## config.mk

```make
export PLATFORM = sky130hd
export DESIGN_NAME = mux_bist_flat
export DESIGN_NICKNAME = d
export VERILOG_FILES = /design/src/rtl/mux_bist_if.sv /design/src/rtl/mux_bist.sv /design/src/flat_wrapper.sv
export SDC_FILE = /design/constraint.sdc
export NUM_CORES = 1
export LEC_CHECK = 0
export CAP_MARGIN = 0
export CORE_ASPECT_RATIO = 1.75
export CORE_UTILIZATION = 37
export DETAILED_ROUTE_END_ITERATION = 8
export PLACE_DENSITY = 0.66
export SLEW_MARGIN = 20
export SYNTH_ARGS = -nofsm -noshare
export SYNTH_HDL_FRONTEND = slang
export SYNTH_SLANG_ARGS = --single-unit
```

## constraint.sdc

```tcl
create_clock -name clk -period 5.1 [get_ports clk]
set_input_delay 0.765 -clock clk [delete_from_list [all_inputs] [get_ports clk]]
set_output_delay 0.765 -clock clk [all_outputs]
set_load 0.01 [all_outputs]
```

## src/rtl/mux_bist_if.sv

```systemverilog
// Signal bundle between the mux BIST engine and its environment:
// run control (start/abort), the mux stimulus/response pair, and result reporting.
interface mux_bist_if #(
    parameter int W = 1
);
    localparam int VW = 2 * W + 1;   // vector index width
    localparam int CW = 2 * W + 2;   // result counter width

    logic          start;
    logic          abort;
    logic [W-1:0]  dut_a;
    logic [W-1:0]  dut_b;
    logic          dut_c;
    logic [W-1:0]  dut_z;
    logic          busy;
    logic          done;
    logic [CW-1:0] pass_cnt;
    logic [CW-1:0] fail_cnt;
    logic [VW-1:0] first_fail;

    // BIST engine side
    modport master (
        input  start, abort, dut_z,
        output dut_a, dut_b, dut_c, busy, done, pass_cnt, fail_cnt, first_fail
    );

    // Environment side: requester plus the mux under test
    modport slave (
        output start, abort, dut_z,
        input  dut_a, dut_b, dut_c, busy, done, pass_cnt, fail_cnt, first_fail
    );
endinterface

```

## src/rtl/mux_bist.sv

```systemverilog
// Built-in self-test engine for a W-bit 2:1 mux (z = c ? b : a).
// Walks every {a, b, c} combination, holds each for SETTLE cycles, checks the
// response for one cycle and accumulates pass/fail counts plus the first failing index.
module mux_bist #(
    parameter int W      = 1,
    parameter int SETTLE = 2
) (
    input  logic      clk,
    input  logic      reset,
    mux_bist_if.master bus
);
    localparam int VW = 2 * W + 1;
    localparam int CW = 2 * W + 2;
    localparam int SW = (SETTLE > 1) ? $clog2(SETTLE) : 1;

    localparam logic [SW-1:0] SETTLE_LOAD = SW'(SETTLE - 1);
    localparam logic [SW-1:0] SETTLE_ONE  = SW'(1);
    localparam logic [CW-1:0] CNT_ONE     = CW'(1);
    localparam logic [VW-1:0] VEC_ONE     = VW'(1);

    typedef enum logic [1:0] {IDLE, APPLY, CHECK, DONE} state_t;

    state_t        state,    state_nxt;
    logic [VW-1:0] v,        v_nxt;
    logic [SW-1:0] settle,   settle_nxt;
    logic          busy_q,   busy_nxt;
    logic          done_q,   done_nxt;
    logic [W-1:0]  a_q,      a_nxt;
    logic [W-1:0]  b_q,      b_nxt;
    logic          c_q,      c_nxt;
    logic [CW-1:0] pass_q,   pass_nxt;
    logic [CW-1:0] fail_q,   fail_nxt;
    logic [VW-1:0] ffail_q,  ffail_nxt;

    logic [W-1:0]  expected;
    logic          match;

    // The stimulus registers already hold the current vector, so the golden
    // value comes straight from them.
    assign expected = c_q ? b_q : a_q;
    assign match    = (bus.dut_z == expected);

    // Next-state and next-output logic for the walk over all vectors.
    always_comb begin
        // NOTE: every target gets a hold/default value first so no path leaves it unassigned (no latches).
        state_nxt  = state;
        v_nxt      = v;
        settle_nxt = settle;
        busy_nxt   = busy_q;
        done_nxt   = done_q;
        pass_nxt   = pass_q;
        fail_nxt   = fail_q;
        ffail_nxt  = ffail_q;

        case (state)
            IDLE, DONE: begin
                // abort beats start; alone it changes nothing outside a run
                if (bus.start && !bus.abort) begin
                    state_nxt  = APPLY;
                    v_nxt      = '0;
                    settle_nxt = SETTLE_LOAD;
                    busy_nxt   = 1'b1;
                    done_nxt   = 1'b0;
                    pass_nxt   = '0;
                    fail_nxt   = '0;
                    ffail_nxt  = '0;
                end
            end
            APPLY: begin
                if (bus.abort) begin
                    state_nxt = IDLE;
                    v_nxt     = '0;
                    busy_nxt  = 1'b0;
                    done_nxt  = 1'b0;
                end else if (settle == '0) begin
                    state_nxt = CHECK;
                end else begin
                    settle_nxt = settle - SETTLE_ONE;
                end
            end
            CHECK: begin
                // an abort here discards this vector's result
                if (bus.abort) begin
                    state_nxt = IDLE;
                    v_nxt     = '0;
                    busy_nxt  = 1'b0;
                    done_nxt  = 1'b0;
                end else begin
                    if (match) begin
                        pass_nxt = pass_q + CNT_ONE;
                    end else begin
                        fail_nxt = fail_q + CNT_ONE;
                        if (fail_q == '0) begin
                            ffail_nxt = v;
                        end
                    end
                    if (&v) begin
                        state_nxt = DONE;
                        busy_nxt  = 1'b0;
                        done_nxt  = 1'b1;
                    end else begin
                        state_nxt  = APPLY;
                        v_nxt      = v + VEC_ONE;
                        settle_nxt = SETTLE_LOAD;
                    end
                end
            end
            default: begin
                state_nxt = IDLE;
            end
        endcase

        // Stimulus follows the vector index during a run and parks at zero otherwise.
        {a_nxt, b_nxt, c_nxt} = busy_nxt ? v_nxt : '0;
    end

    // State and output registers with synchronous reset.
    always_ff @(posedge clk) begin
        // NOTE: sequential state uses non-blocking assignments so every register samples pre-edge values.
        if (reset) begin
            state   <= IDLE;
            v       <= '0;
            settle  <= '0;
            busy_q  <= 1'b0;
            done_q  <= 1'b0;
            a_q     <= '0;
            b_q     <= '0;
            c_q     <= 1'b0;
            pass_q  <= '0;
            fail_q  <= '0;
            ffail_q <= '0;
        end else begin
            state   <= state_nxt;
            v       <= v_nxt;
            settle  <= settle_nxt;
            busy_q  <= busy_nxt;
            done_q  <= done_nxt;
            a_q     <= a_nxt;
            b_q     <= b_nxt;
            c_q     <= c_nxt;
            pass_q  <= pass_nxt;
            fail_q  <= fail_nxt;
            ffail_q <= ffail_nxt;
        end
    end

    assign bus.dut_a      = a_q;
    assign bus.dut_b      = b_q;
    assign bus.dut_c      = c_q;
    assign bus.busy       = busy_q;
    assign bus.done       = done_q;
    assign bus.pass_cnt   = pass_q;
    assign bus.fail_cnt   = fail_q;
    assign bus.first_fail = ffail_q;
endmodule

```

## src/flat_wrapper.sv

```systemverilog
// flat-port wrapper written by rule: the top's interface ports become plain ports
module mux_bist_flat 
#(
    parameter int W      = 1,
    parameter int SETTLE = 2
)
  (clk, reset, bus_start, bus_abort, bus_dut_z, bus_dut_a, bus_dut_b, bus_dut_c, bus_busy, bus_done, bus_pass_cnt, bus_fail_cnt, bus_first_fail);
  mux_bist_if #(.W(W)) bus_i ();
  input  logic clk;
  input  logic reset;
  input wire logic [$bits(bus_i.start)-1:0] bus_start;
  input wire logic [$bits(bus_i.abort)-1:0] bus_abort;
  input wire logic [$bits(bus_i.dut_z)-1:0] bus_dut_z;
  output wire logic [$bits(bus_i.dut_a)-1:0] bus_dut_a;
  output wire logic [$bits(bus_i.dut_b)-1:0] bus_dut_b;
  output wire logic [$bits(bus_i.dut_c)-1:0] bus_dut_c;
  output wire logic [$bits(bus_i.busy)-1:0] bus_busy;
  output wire logic [$bits(bus_i.done)-1:0] bus_done;
  output wire logic [$bits(bus_i.pass_cnt)-1:0] bus_pass_cnt;
  output wire logic [$bits(bus_i.fail_cnt)-1:0] bus_fail_cnt;
  output wire logic [$bits(bus_i.first_fail)-1:0] bus_first_fail;
  assign bus_i.start = bus_start;
  assign bus_i.abort = bus_abort;
  assign bus_i.dut_z = bus_dut_z;
  assign bus_dut_a = bus_i.dut_a;
  assign bus_dut_b = bus_i.dut_b;
  assign bus_dut_c = bus_i.dut_c;
  assign bus_busy = bus_i.busy;
  assign bus_done = bus_i.done;
  assign bus_pass_cnt = bus_i.pass_cnt;
  assign bus_fail_cnt = bus_i.fail_cnt;
  assign bus_first_fail = bus_i.first_fail;
  mux_bist #(.W(W), .SETTLE(SETTLE)) u_core (.clk(clk), .reset(reset), .bus(bus_i));
endmodule
```

# [Word level (Yosys, flattened, before mapping)]
# Cells that the tools add are included.
# Widths: inputs -> output; s select.
[classes] bitwise=1 n_addsub=4 n_mux=40 n_eq_ne=14 n_reduce_logical=14
[ops] cell="$mux 3" count=8
[ops] cell="$mux 4" count=5
[ops] cell="$pmux 4 s2" count=2
[ops] cell="$mux 1" count=14
[ops] cell="$reduce_and 4->1" count=3
[ops] cell="$mux 2" count=5
[ops] cell="$ne 2x2->1 const B" count=5
[ops] cell="$pmux 1 s3" count=3
[ops] cell="$pmux 3 s3" count=1
[ops] cell="$add 4x1->4 const B" count=2
[ops] cell="$ne 2x1->1 const B" count=3
[ops] cell="$pmux 2 s3" count=1
[ops] cell="$pmux 3 s2" count=1
[ops] cell="$reduce_and 3->1" count=2
[ops] cell="$reduce_and 5->1" count=1
[ops] cell="$eq 2x2->1 const B" count=2
[ops] cell="$logic_not 4->1" count=1
[ops] cell="$reduce_or 2->1" count=2
[ops] cell="$add 3x1->3 const B" count=1
[ops] cell="$ne 3x2->1 const B" count=1
[ops] cell="$ne 3x3->1 const B" count=1
[ops] cell="$eq 2x1->1 const B" count=1
[ops] cell="$logic_not 2->1" count=1
[ops] cell="$reduce_and 2->1" count=1
[ops] cell="6 further kinds" count=6
[word_totals] elab_cells=84 input_bits=5 reg_bits=22 output_inout_bits=16

# [Logic depth before layout (Yosys ltp)]
[logic_depth] word_depth=6 mapped_depth=7 ltp_nobuf=6

# [Least setup slack after synthesis]
# OpenSTA, ideal clock, no wires.
[synth_path] path_type="input port to flip-flop" startpoint="in bus_abort" endpoint="reg u_core.ffail_q[0], in the netlist u_core.bus.first_fail[0]" path_slack_ns=3.334 path_stages=4 n_path_buf=0 setup_time_ns=0.129 arrival_time_ns=1.636 required_ns=4.971 cell_sequence="or4b_1 -> a22oi_1 -> o21a_1 -> o32ai_1"
[synth_between] elab_chain_len=4 word_cells_on_any_way=5 classes_between="2 x eq/ne; 3 x reduce/logical"
[synth_lines] element="start: declaration" line_no="flat_wrapper.sv:12" rtl="input wire logic [$bits(bus_i.abort)-1:0] bus_abort;"
[synth_lines] element="$logic_not 1->1" line_no="mux_bist.sv:58" rtl="if (bus.start && !bus.abort) begin"
[synth_lines] element="$logic_and 1x1->1" line_no="mux_bist.sv:58"
[synth_lines] element="$ne 2x1->1 (no line)"
[synth_lines] element="$reduce_and 5->1 (no line) *"
[synth_lines] element="end signal: assignment" line_no="mux_bist.sv:143" rtl="ffail_q <= ffail_nxt;"
[synth_lines] element="end: declaration" line_no="mux_bist.sv:33" rtl="logic [VW-1:0] ffail_q, ffail_nxt;"
# Every way passes the cells marked *; elsewhere a longest branch is shown, timed or not.
# A chain may end at the register's enable or synchronous reset.

# [Worst setup path after layout]
[layout_path] startpoint="in bus_abort" endpoint="reg u_core.fail_q[2], in the netlist u_core.bus.fail_cnt[2]"
[layout_between] elab_chain_len=4 word_cells_on_any_way=5 classes_between="2 x eq/ne; 3 x reduce/logical"
[layout_lines] element="$logic_not 1->1" line_no="mux_bist.sv:58"
[layout_lines] element="$logic_and 1x1->1" line_no="mux_bist.sv:58"
[layout_lines] element="$ne 2x1->1 (no line)"
[layout_lines] element="$reduce_and 4->1 (no line) *"
[layout_lines] element="end signal: assignment" line_no="mux_bist.sv:142" rtl="fail_q <= fail_nxt;"
[layout_lines] element="end: declaration" line_no="mux_bist.sv:32" rtl="logic [CW-1:0] fail_q, fail_nxt;"
# Marks and branches as above.

==> results.ini <==
[route]
wirelength_um=2813
drt_iter0_markers=33
via_per_inst=5.482
dr.pass1.iters=4
drcViolationCount=0
routed-wl-met3_um=64
vias=1091
wl_met2_um=1608
wl_met1_um=1094
highest_layer=met4
wl_per_cell_um=14.14
ant_nets=0

[power_and_ir_drop]
p_leak_nw=0.4982
p_seq_share_pct=47.0
switching_share_pct=28.32
ir_worst_vdd_mv=0.1859
p_clk_share_pct=32.5
pwr-share-comb_pct=20.5
powerDensity_mw_per_mm2=260.3
power_switching_w=0.0001084
p_int_w=0.0002743

[sta]
max_freq_mhz=427.7
slew_headroom_pct=46.89
worst_pin_slew_ns=0.7942
setup_tns_ns=0
finalSetupViolCount=0
rsz0062_at_grt=false
slew_viol_final=0
finalHoldViolations=0
fin_crit_ns=2.338
period_share_pct=45.84
finClkSkew_ns=0.002833

[clock_tree]
insertion_delay_ns=0.26
cts_resized=0
cts-buffers-inserted=3
clk_path_buf_depth=2
cts_tree=built
clock-sinks=22
cts.clk_slew.worst_paths_ns=0.08
cts_max_level=1
postCtsSetupRepairBufs=0
root_buffer=clkbuf_8
ctsHoldBuffers=0

[worst_hold_path]
hold_path_depth=2
hold_path_class=reg -> reg
min_to=u_core.bus.first_fail[1]$_SDFFE_PP0P_
hp-start=u_core.bus.first_fail[1]$_SDFFE_PP0P_

[run]
drv_cap=0

[synthesis]
synth_area_leaders=dfxtp_1 37%, ha_1 6.3%, a21oi_1 4.2%
yosys_warnings=0
synth_seq_cells=22
avgSynthCellArea_um2=8.577
synth_top_area_share_pct=37.21
synthDistinctLibCells=42
yosys.area.top_type=dfxtp_1
seq_area_frac_synth_pct=37.21
synth_fp_nets=149
syn_inst=138
synth.cell_area_mm2=0.001184

[setup_path]
r2r-end=u_core.bus.pass_cnt[2]$_SDFFE_PP0P_
worstRegToRegCells=6
rrSetupSlack_ns=3.05
crit_type=in -> reg
cp.arrival_ns=2.51
end_kind=register
cp_max_fo=12
cp.required_ns=5.27
setup.worst_path.start_class=input port
r2r_start=u_core.state[0]$_SDFFE_PP0P_

[floorplan]
die_y_um=76.82
io_pins=21
die_w_um=44.76
dieArea_mm2=0.003438
rows=26
start_util_pct=39.55
core-area_mm2=0.002993

[status]
status=finished, final reports clean

[final_layout]
layout-area-overhead-vs-synth_pct=24.21
nFillCells=316
final_area_mm2=0.001470
drive_above_1_share_pct=6.369
nets=169
diodes=0

[placement]
post-dp-hpwl_um=2140
dpl_cell_area_mm2=0.001415
gp_congestion=0.8153
io_buffers=20

[global_route]
grt.total_usage_pct=17.71
grt_pass1_vias=1096
overflow=0
grt_max_degree=24
grt_pass1_wl_um=4671
antenna_found_initial=0

==> cell usage after synthesis, drive strengths merged <==
library cell and number:
o32ai 3, a32oi 1, buf 2, a21boi 1, nand3b 2, o21a 1, mux2i 3, xor2 1
clkbuf 3, nand2b 7, a211o 4, a21bo 1, o221ai 1, o31ai 1, o211ai 1, or4 1
inv 11, nor2b 6, a211oi 1, a311oi 2, a22oi 2, and3 2, o22ai 2, nor2 7
or2 1, o21ai 6, and2 1, or4b 1, a21oi 10, o21bai 1, nand4 2, nand4b 1
nand3 2, a21o 1, dfxtp 22, a31oi 6, nor3b 1, nor3 2, nand2 9, ha 6
==> layer usage <==
layer	track usage [%]	vias up
met4	8.485	0
li1	-	542
met5	0	-
met3	3.294	4
met1	18.43	522
met2	31.91	23
==> layout make-up <==
type / count / area (um2) / area share (%)
clock buffer: 4 / 55.05 / 3.745
sequential: 22 / 440.4 / 29.96
inverter: 11 / 41.29 / 2.809
timing repair buffer: 20 / 200.2 / 13.62
multi-input combinational: 100 / 680.7 / 46.30
tap: 42 / 52.55 / 3.574
==> power by group through the flow <==
stage                     Combinational, W  Clock [W]  Sequential (W)
after global placement           0.0000752          0        0.000184
after detailed placement         0.0000773          0        0.000184
after floorplan                  0.0000559          0        0.000184
after CTS                        0.0000778   0.000129        0.000180
final                            0.0000783   0.000124        0.000180
after global routing             0.0000863   0.000136        0.000181
==> registers in the layout, summed over array words and instances, names as in the netlist <==
signal and count:
u_core.bus.busy 1, u_core.bus.pass_cnt 4, u_core.bus.done 1, u_core.bus.dut_a 1
u_core.bus.dut_b 1, u_core.bus.fail_cnt 4, u_core.bus.first_fail 3, u_core.settle 1
u_core.bus.dut_c 1, u_core.state 2, u_core.v 3
==> per-stage QoR <==
| stage | total power [W] | hold WS [ns] | instances | utilization (%) | setup slack (ns) |
|---|---|---|---|---|---|
| floorplan | 0.0002399 | 0.4540 | 138 | - | 3.334 |
| global placement | 0.0002593 | 0.4668 | 195 | 47.28 | 2.580 |
| detailed placement | 0.0002613 | 0.4681 | 195 | 47.28 | 2.512 |
| CTS | 0.0003863 | 0.4804 | 199 | 49.12 | 2.782 |
| global route | 0.0004034 | 0.5135 | 199 | 49.12 | 2.649 |
| finish | 0.0003827 | 0.4810 | 199 | 49.12 | 2.762 |
==> worst max path at each step <==
stage                   start                               endpoint  cells past startpoint
floorplan           bus_abort  u_core.bus.first_fail[0]$_SDFFE_PP0P_                      4
global placement    bus_abort    u_core.bus.fail_cnt[2]$_SDFFE_PP0P_                      5
detailed placement  bus_abort    u_core.bus.fail_cnt[2]$_SDFFE_PP0P_                      5
CTS                 bus_abort    u_core.bus.fail_cnt[2]$_SDFFE_PP0P_                      5
global route        bus_abort    u_core.bus.fail_cnt[2]$_SDFFE_PP0P_                      5
finish              bus_abort    u_core.bus.fail_cnt[2]$_SDFFE_PP0P_                      5
==> cell families after synthesis <==
group | after synthesis | share of synthesized area (%)
buffers and inverters | 16 | 5.285
adder cells (fa/ha/maj) | 6 | 6.342
XOR/XNOR | 1 | 1.375
multiplexers | 3 | 3.172
flip-flops | 22 | 37.21
AND/OR/NAND/NOR | 45 | 20.93
AO/OA/AOI/OAI | 45 | 25.69
==> worst max-delay path, cell delays in order <==
cell and delay (ns):
clkdlybuf4s50_1 0.59, inv_1 0.23, o21ai_0 0.20, or4_1 0.53, a31oi_1 0.18
==> cells in the final DEF (no fill, tap or decap), types with 2 or more instances in the layout <==
cell / n
a311oi_1: 2
and3_1: 2
nor2b_1: 6
clkbuf_8: 4
a22oi_1: 2
nand3b_1: 2
a211o_1: 4
o32ai_1: 3
clkdlybuf4s50_1: 20
a31oi_1: 6
nand4_1: 2
a21oi_1: 10
nor3_1: 2
nand2b_1: 7
o22ai_1: 2
o21ai_0: 6
mux2i_2: 2
nand2_1: 9
dfxtp_1: 22
ha_1: 6
inv_1: 10
nand3_1: 2
nor2_1: 7
Note: power is estimated with default switching activity, not from simulation.
==> RTL edit, RTL diff (same flow settings) <==
`SETTLE` is set to 2 in 2 places; all go to 1.
--- a/src/rtl/mux_bist.sv
+++ b/src/rtl/mux_bist.sv
@@ -5,3 +5,3 @@
     parameter int W      = 1,
-    parameter int SETTLE = 2
+    parameter int SETTLE = 1
 ) (
--- a/src/flat_wrapper.sv
+++ b/src/flat_wrapper.sv
@@ -4,3 +4,3 @@
     parameter int W      = 1,
-    parameter int SETTLE = 2
+    parameter int SETTLE = 1
 )
Behaviour: not the same (Yosys sat finds a counterexample within 4 cycles, from zero or initial values and one cycle with reset high).
==> RTL edit against the unedited design <==
  * Area after synthesis shrank 9.2%
  * Sequential share of layout area is 1.4 points higher
  * Global-route usage decreased by 0.89 points
  * Worst setup slack improved by 0.11 ns
  * Routed wire length shrank 11%
  * Critical endpoint is now u_core.bus.first_fail[2]$_SDFFE_PP0P_
  * Final cell count decreased by 15%
  * Sequential cell count fell by 1
  * Largest power group unchanged
  * Final area shrank 8.7%
  * Critical path depth unchanged
  * Clock skew down 0.0016 ns
  * Power is 14% lower
==> RTL edit: results (changes against the unedited design) <==
status=complete, no violations; Post-Synth Adder-Cell Area=6.98% (+0.64 points); syn avg cell area=8.88 sq um (+3.6%); GRT Total Usage=16.8% (-0.89 points); post-CTS sizing=0 (unchanged); Compound-Gate Fraction of Synth Area=20.0% (-5.7 points); Worst Path Arrival=2.44 ns (-0.07 ns); vias=963 (-12%); XOR/XNOR Fraction of Synth Area=2.33% (+0.95 points); final WL=2490 um (-11%); r2r startpoint=u_core.state[0]$_SDFFE_PP0P_; synth cell count leaders=dfxtp_1 (21), nor2_1 (9); Synth top area share=39.1% (+1.9 points); P_leak=0.482 nW (-3.3%); Inst Count DP=165 (-15%); Hold Slack=0.477 ns (-0.00380 ns); comb pwr=0.0479 mW (-39%); synth warn=0 (unchanged); Top delay family on crit path=simple AND/OR/NAND/NOR gates; reg-to-reg slack, setup=3.03 ns (-0.02 ns); synth unique cells=33 (-21%); share of cells above drive strength 1=7.75% (+1.4 points); # fillers=262 (-17%); Hold Crit Endpoint=u_core.state[1]$_SDFFE_PP0P_; sequential share of power=51.3% (+4.3 points); Worst slew margin=57.7% (+11 points); Hold Crit Start=u_core.state[1]$_SDFFE_PP0P_; Setup WS pre-CTS=2.61 ns (+0.0980 ns); CP max stage cell=nor4_1; skew final=0.00122 ns (-0.00161 ns); maximum vdd drop=0.164 mV (-12%); first-pass GRT wire length=4040 um (-14%); register area share after synthesis=39.1% (+1.9 points); max incr delay on CP=0.46 ns (-0.13 ns); switching pwr=0.0886 mW (-18%); Reg-to-Reg End=u_core.bus.first_fail[2]$_SDFFE_PP0P_; Synthesized Nets=132 (-11%); prevailing post-synth register cell=dfxtp_1; CP max FO=4 (-8); GP Congestion=0.786 (-3.7%); mux contribution to synthesized area=6.98% (+3.8 points); vias in the first global route=921 (-16%); DRT iter0 DRCs=28 (-15%); via density per instance=5.70 (+3.9%); largest net degree at the start of global routing=17 (-29%)
RTL edit: cell families (layout without fill, tap and decap cells):
family | Yosys count | in the layout
adders and majority gates | 6 | 6
DFF | 21 | 21
AOI/OAI and AO/OA | 33 | 33
buffers and inverters | 11 | 32
xor gates and xnor gates | 2 | 2
muxes | 6 | 6
and+or+nand+nor | 42 | 42
RTL edit: cell type report:
| class | instances | area, sq um | area share [%] |
|---|---|---|---|
| repair buffers | 20 | 200 | 14.9 |
| well taps | 27 | 33.8 | 2.52 |
| multi-input cells | 89 | 612 | 45.6 |
| clock buffers | 3 | 41.3 | 3.08 |
| inverters | 8 | 30.0 | 2.24 |
| clock inverters | 1 | 5.00 | 0.373 |
| flip-flops and latches | 21 | 420 | 31.3 |
RTL edit: metal layers:
metal / track usage [%] / share of wire (%)
met1: 18.4 / 42
met2: 31.3 / 54
met3: 2.21 / 2.2
met4: 7.29 / 1.8
met5: 0 / 0
